$ cat config.mk
export PLATFORM = sky130hd
export DESIGN_NAME = multicycle_controller
export DESIGN_NICKNAME = d
export VERILOG_FILES = /design/src/rtl/multicycle_controller.sv
export SDC_FILE = /design/constraint.sdc
export NUM_CORES = 1
export LEC_CHECK = 0
export CAP_MARGIN = 20
export CORE_MARGIN = 1.5
export CORE_UTILIZATION = 42
export CTS_BUF_LIST = sky130_fd_sc_hd__clkbuf_2
export CTS_CLUSTER_DIAMETER = 50
export CTS_CLUSTER_SIZE = 30
export DETAILED_ROUTE_END_ITERATION = 16
export GPL_ROUTABILITY_DRIVEN = 1
export PLACE_DENSITY = 0.87
export SYNTH_ARGS = -nofsm -noshare
export SYNTH_HDL_FRONTEND = slang
export SYNTH_SLANG_ARGS = --single-unit
export TNS_END_PERCENT = 1
$ cat constraint.sdc
create_clock -name clk -period 3.9 [get_ports clk]
set_input_delay 0.39 -clock clk [delete_from_list [all_inputs] [get_ports clk]]
set_output_delay 0.39 -clock clk [all_outputs]
set_load 0.01 [all_outputs]
$ cat src/rtl/multicycle_controller.sv
// Multicycle sequencer for the ARM-subset core: instruction FSM, NZCV flag
// register, conditional execution and datapath control decode.
module multicycle_controller (
    input  logic       clk,
    input  logic       reset_n,
    input  logic       mem_ready,
    input  logic [3:0] cond,
    input  logic [1:0] op,
    input  logic [5:0] funct,
    input  logic [3:0] rd,
    input  logic [3:0] alu_flags,
    output logic       PCWrite,
    output logic       AdrSrc,
    output logic       MemWrite,
    output logic       IRWrite,
    output logic       RegWrite,
    output logic [1:0] ResultSrc,
    output logic       ALUSrcA,
    output logic [1:0] ALUSrcB,
    output logic [1:0] ALUControl,
    output logic [1:0] ImmSrc,
    output logic [1:0] RegSrc,
    output logic [3:0] Flags,
    output logic [3:0] State
);

    typedef enum logic [3:0] {
        S_FETCH    = 4'd0,
        S_DECODE   = 4'd1,
        S_MEMADR   = 4'd2,
        S_MEMREAD  = 4'd3,
        S_MEMWB    = 4'd4,
        S_MEMWRITE = 4'd5,
        S_EXECUTER = 4'd6,
        S_EXECUTEI = 4'd7,
        S_ALUWB    = 4'd8,
        S_BRANCH   = 4'd9
    } state_t;

    state_t     state_q, state_d;
    logic [3:0] flags_q;
    logic       cond_pass;
    logic       is_cmp;
    logic       flags_we;
    logic [1:0] alu_ctl;
    logic       pc_write_c, mem_write_c, ir_write_c, reg_write_c;

    logic n_f, z_f, c_f, v_f;
    assign {n_f, z_f, c_f, v_f} = flags_q;

    assign is_cmp   = (funct[4:1] == 4'b1010);
    assign flags_we = ((state_q == S_EXECUTER) || (state_q == S_EXECUTEI))
                      && (funct[0] || is_cmp);

    // State and flag registers; flags only load on the execute exit edge
    always_ff @(posedge clk or negedge reset_n) begin
        if (!reset_n) begin
            state_q <= S_FETCH;
            flags_q <= 4'b0000;
        end else begin
            state_q <= state_d;
            if (flags_we) flags_q <= alu_flags;
        end
    end

    // Condition-code evaluation against the stored flags
    always_comb begin
        cond_pass = 1'b0;
        case (cond)
            4'b0000: cond_pass = z_f;
            4'b0001: cond_pass = !z_f;
            4'b0010: cond_pass = c_f;
            4'b0011: cond_pass = !c_f;
            4'b0100: cond_pass = n_f;
            4'b0101: cond_pass = !n_f;
            4'b0110: cond_pass = v_f;
            4'b0111: cond_pass = !v_f;
            4'b1000: cond_pass = c_f && !z_f;
            4'b1001: cond_pass = !c_f || z_f;
            4'b1010: cond_pass = (n_f == v_f);
            4'b1011: cond_pass = (n_f != v_f);
            4'b1100: cond_pass = !z_f && (n_f == v_f);
            4'b1101: cond_pass = z_f || (n_f != v_f);
            4'b1110: cond_pass = 1'b1;
            default: cond_pass = 1'b0;
        endcase
    end

    always_comb begin
        alu_ctl = 2'b00;
        case (funct[4:1])
            4'b0010: alu_ctl = 2'b01;
            4'b1010: alu_ctl = 2'b01;
            4'b0000: alu_ctl = 2'b10;
            4'b1100: alu_ctl = 2'b11;
            default: alu_ctl = 2'b00;
        endcase
    end

    // Next-state logic; unused codes fall back to FETCH
    always_comb begin
        state_d = S_FETCH;
        case (state_q)
            S_FETCH:    state_d = mem_ready ? S_DECODE : S_FETCH;
            S_DECODE: begin
                if (!cond_pass || (op == 2'b11)) begin
                    state_d = S_FETCH;
                end else begin
                    case (op)
                        2'b01:   state_d = S_MEMADR;
                        2'b00:   state_d = funct[5] ? S_EXECUTEI : S_EXECUTER;
                        default: state_d = S_BRANCH;
                    endcase
                end
            end
            S_MEMADR:   state_d = funct[0] ? S_MEMREAD : S_MEMWRITE;
            S_MEMREAD:  state_d = mem_ready ? S_MEMWB : S_MEMREAD;
            S_MEMWB:    state_d = S_FETCH;
            S_MEMWRITE: state_d = mem_ready ? S_FETCH : S_MEMWRITE;
            S_EXECUTER: state_d = S_ALUWB;
            S_EXECUTEI: state_d = S_ALUWB;
            S_ALUWB:    state_d = S_FETCH;
            S_BRANCH:   state_d = S_FETCH;
            default:    state_d = S_FETCH;
        endcase
    end

    // Per-state datapath controls
    always_comb begin
        pc_write_c  = 1'b0;
        ir_write_c  = 1'b0;
        mem_write_c = 1'b0;
        reg_write_c = 1'b0;
        AdrSrc      = 1'b0;
        ResultSrc   = 2'b00;
        ALUSrcA     = 1'b0;
        ALUSrcB     = 2'b00;
        ALUControl  = 2'b00;
        case (state_q)
            S_FETCH: begin
                ALUSrcA    = 1'b1;
                ALUSrcB    = 2'b10;
                ResultSrc  = 2'b10;
                ir_write_c = mem_ready;
                pc_write_c = mem_ready;
            end
            S_DECODE: begin
                ALUSrcA   = 1'b1;
                ALUSrcB   = 2'b10;
                ResultSrc = 2'b10;
            end
            S_MEMADR:  ALUSrcB = 2'b01;
            S_MEMREAD: AdrSrc  = 1'b1;
            S_MEMWB: begin
                ResultSrc   = 2'b01;
                reg_write_c = 1'b1;
                pc_write_c  = (rd == 4'd15);
            end
            S_MEMWRITE: begin
                AdrSrc      = 1'b1;
                mem_write_c = 1'b1;
            end
            S_EXECUTER: ALUControl = alu_ctl;
            S_EXECUTEI: begin
                ALUSrcB    = 2'b01;
                ALUControl = alu_ctl;
            end
            S_ALUWB: begin
                reg_write_c = !is_cmp;
                pc_write_c  = !is_cmp && (rd == 4'd15);
            end
            S_BRANCH: begin
                ALUSrcB    = 2'b01;
                ResultSrc  = 2'b10;
                pc_write_c = 1'b1;
            end
            default: ;
        endcase
    end

    // State-independent immediate and register-port selects
    always_comb begin
        ImmSrc = 2'b00;
        case (op)
            2'b01:   ImmSrc = 2'b01;
            2'b10:   ImmSrc = 2'b10;
            default: ImmSrc = 2'b00;
        endcase
    end

    assign RegSrc = {(op == 2'b01) && !funct[0], (op == 2'b10)};

    // Write enables are held off asynchronously while reset is asserted
    assign PCWrite  = pc_write_c  & reset_n;
    assign IRWrite  = ir_write_c  & reset_n;
    assign MemWrite = mem_write_c & reset_n;
    assign RegWrite = reg_write_c & reset_n;
    assign Flags    = flags_q;
    assign State    = state_q;

endmodule

==> impl_metrics.toml <==
[grt]
grt_pass1_vias = 746
grt_max_degree = 16
grt_first_pass_wirelength_um = 3305
overflow = 0
grt_use_total_pct = 20.92
antenna_found_initial = 0

[drt]
top_layer = "met4"
routedWlPerCell_um = 13.47
drt-total-wl_um = 2209
drcViolationCount = 0
wl_met3_um = 156
drt_iter0_markers = 27
vias = 919
post_drt_via_cell_ratio = 5.604
ant_nets = 0
drtPass1Iterations = 4
dr_wl_met2_um = 1143
wl_met1_um = 894

[timing]
finClkSkew_ns = 0.006241
slew_viol_final = 0
max_slew_margin_pct = 67.11
post-route-min-period_ns = 2.640
period_share_pct = 67.70
finalSetupViolCount = 0
rsz0062_at_grt = "false"
max_freq_mhz = 378.8
finalHoldViolCount = 0
max_slew.worst_pin.slew_ns = 0.4918
final.setup.tns_ns = 0

[yosys]
synth-adder-area-share_pct = 0
synth_nets = 122
synth_xor_area_share_pct = 6.344
synth_mux_area_share_pct = 10.42
syn_avg_cell_area_sq_um = 8.367
syn-instance-count = 99
synth_top_flop_cell = "dfrtp_1"
synth_cell_types = 42
synthSimpleGateAreaFrac_pct = 30.82
synth_top_family_by_area = "simple AND/OR/NAND/NOR gates"
async_flop_share_pct = 100.0
ys_ff_latch = 8
yosysSeqAreaShare_pct = 24.17
syn_area_sq_um = 828.3
synth_compound_area_share_pct = 19.64
synth_edf_count = 0
ys_warn_count = 0

[placed_design]
place_hpwl_um = 1754
portBuffers = 46
dp.cells = 161
gp_congestion = 0.7625

[clock_network]
clk_latency_ns = 0.25
post_cts_buffers = 0
postCtsHoldBufs = 0
root_buffer = "clkbuf_2"
cts_buffers = 3
cts_num_sinks = 8
cts_tree = "built"
clk_path_buf_depth = 2
clk_pin_slew_ns = 0.09
cts_resized = 0
htreeDepth = 1

[run_status]
outcome = "completed"

[cells_and_area]
mostFrequentLayoutCells = "clkdlybuf4s50_1, dfrtp_1, nor2_1"
syn2layout_area_growth_pct = 54.38
stdcell_count = 164
multiInputGateArea_sq_um = 556.8
antenna_cells = 0
seqCellArea_sq_um = 200.2
drive_gt1_share_pct = 7.194
nFillCells = 144
nNetsFinal = 164
final_common_cell = "clkdlybuf4s50_1"

[critical_path]
cp.arrival_ns = 2.25
rrSetupSlack_ns = 2.23
start_kind = "input port"
crit_required_ns = 3.51
worstPathMaxFanout = 3
crit_type = "input port to output pin"
endpoint_kind = "output pin"

[floorplanning]
coreArea_sq_mm = 0.001783
row_count = 15
dieWidth_um = 47.41
die_h_um = 47.41
dieArea_sq_mm = 0.002248
start_util_pct = 46.46
io_pins = 47

[worst_hold_path]
min_path_type = "input port to asynchronous set/reset pin"

[power]
max-vdd-ir-drop_uv = 304.0
power_leakage_nw = 0.4974
powerDensity_mw_per_mm2 = 594.6

[job]
cap_viol_max_count = 0
## registers in the layout, indices dropped and copies added (netlist names)
register and cells:
Flags 4, State 4
## layer usage
metal	vias up	global-route usage (%)
met5	-	0
met4	0	6.667
met3	3	3.774
met2	38	34.05
met1	433	28.17
li1	445	-
## synthesized netlist by cell type (2+ instances only)
cell type  n  area, sq um
nor3b_1    2        15.01
nand3_1    3        15.01
nor2b_1    5        31.28
a31oi_1    2        12.51
and4_1     2        17.52
o41ai_1    2        17.52
mux2i_1    3        30.03
a21boi_0   2        15.01
nor3_1     5        25.02
buf_1      2        7.510
dfrtp_1    8        200.2
buf_6      2        22.52
o22ai_1    2        12.51
nor2_1     7        26.28
and3b_1    2        17.52
mux2_2     5        56.30
o21ai_0    3        15.01
nand2_1    4        15.01
nand2b_1   4        25.02
o32ai_1    2        17.52
inv_1      4        15.01
xor2_1     3        26.28
buf_2      3        15.01
xnor2_1    3        26.28
nand3b_1   2        15.01
## where the power goes
part | internal (mW) | switching (mW) | total, mW
registers | 0.118 | 0.0872 | 0.205
clock network | 0.0210 | 0.0333 | 0.0543
logic | 0.293 | 0.208 | 0.501
## area by class of cell
class	instances	area share (%)
timing repair buffer	46	36.01
clock buffer	3	1.174
inverter	4	1.174
multi-input combinational	78	43.54
sequential	8	15.66
tap	25	2.446
## cell families (layout without fill, tap and decap cells)
group	count (synthesis)	after routing
DFF	8	8
muxes	8	8
and+or+nand+nor	43	43
buffers and inverters	13	53
AOI/OAI and AO/OA	21	21
xor gates and xnor gates	6	6
## final timing paths
kind	start	to	cells past startpoint
worst max-delay path	funct[4]	PCWrite	6
worst min-delay path	reset_n	State[0]	1
worst max register to register	Flags[3]	State[0]	5
worst min register to register	Flags[1]	Flags[1]	1
max in group asynchronous	reset_n	Flags[0]	1
min in group clk	Flags[1]	Flags[1]	1
## metrics by stage
| stage | util (%) | hold slack, ns | worst slack, ns | area, sq um | total power [mW] |
|---|---|---|---|---|---|
| after detailed placement | 70.88 | 0.5667 | 1.281 | 1264 | 0.7082 |
| after floorplan | - | 0.09441 | 2.332 | 828.3 | 0.4649 |
| after CTS | 71.72 | 0.4739 | 1.273 | 1279 | 0.7627 |
| after global routing | 71.72 | 0.4892 | 1.111 | 1279 | 0.8227 |
| final | 71.72 | 0.4626 | 1.260 | 1279 | 0.7603 |
| after global placement | 70.88 | 0.5663 | 1.323 | 1264 | 0.6920 |
## worst max-delay path, cell delays in order
cell	delay, ns
clkdlybuf4s50_1	0.52
nor4bb_1	0.40
o21ai_0	0.17
a32oi_1	0.23
nor2b_1	0.07
clkdlybuf4s50_1	0.48
No activity file was read; power rests on OpenSTA's default activity.
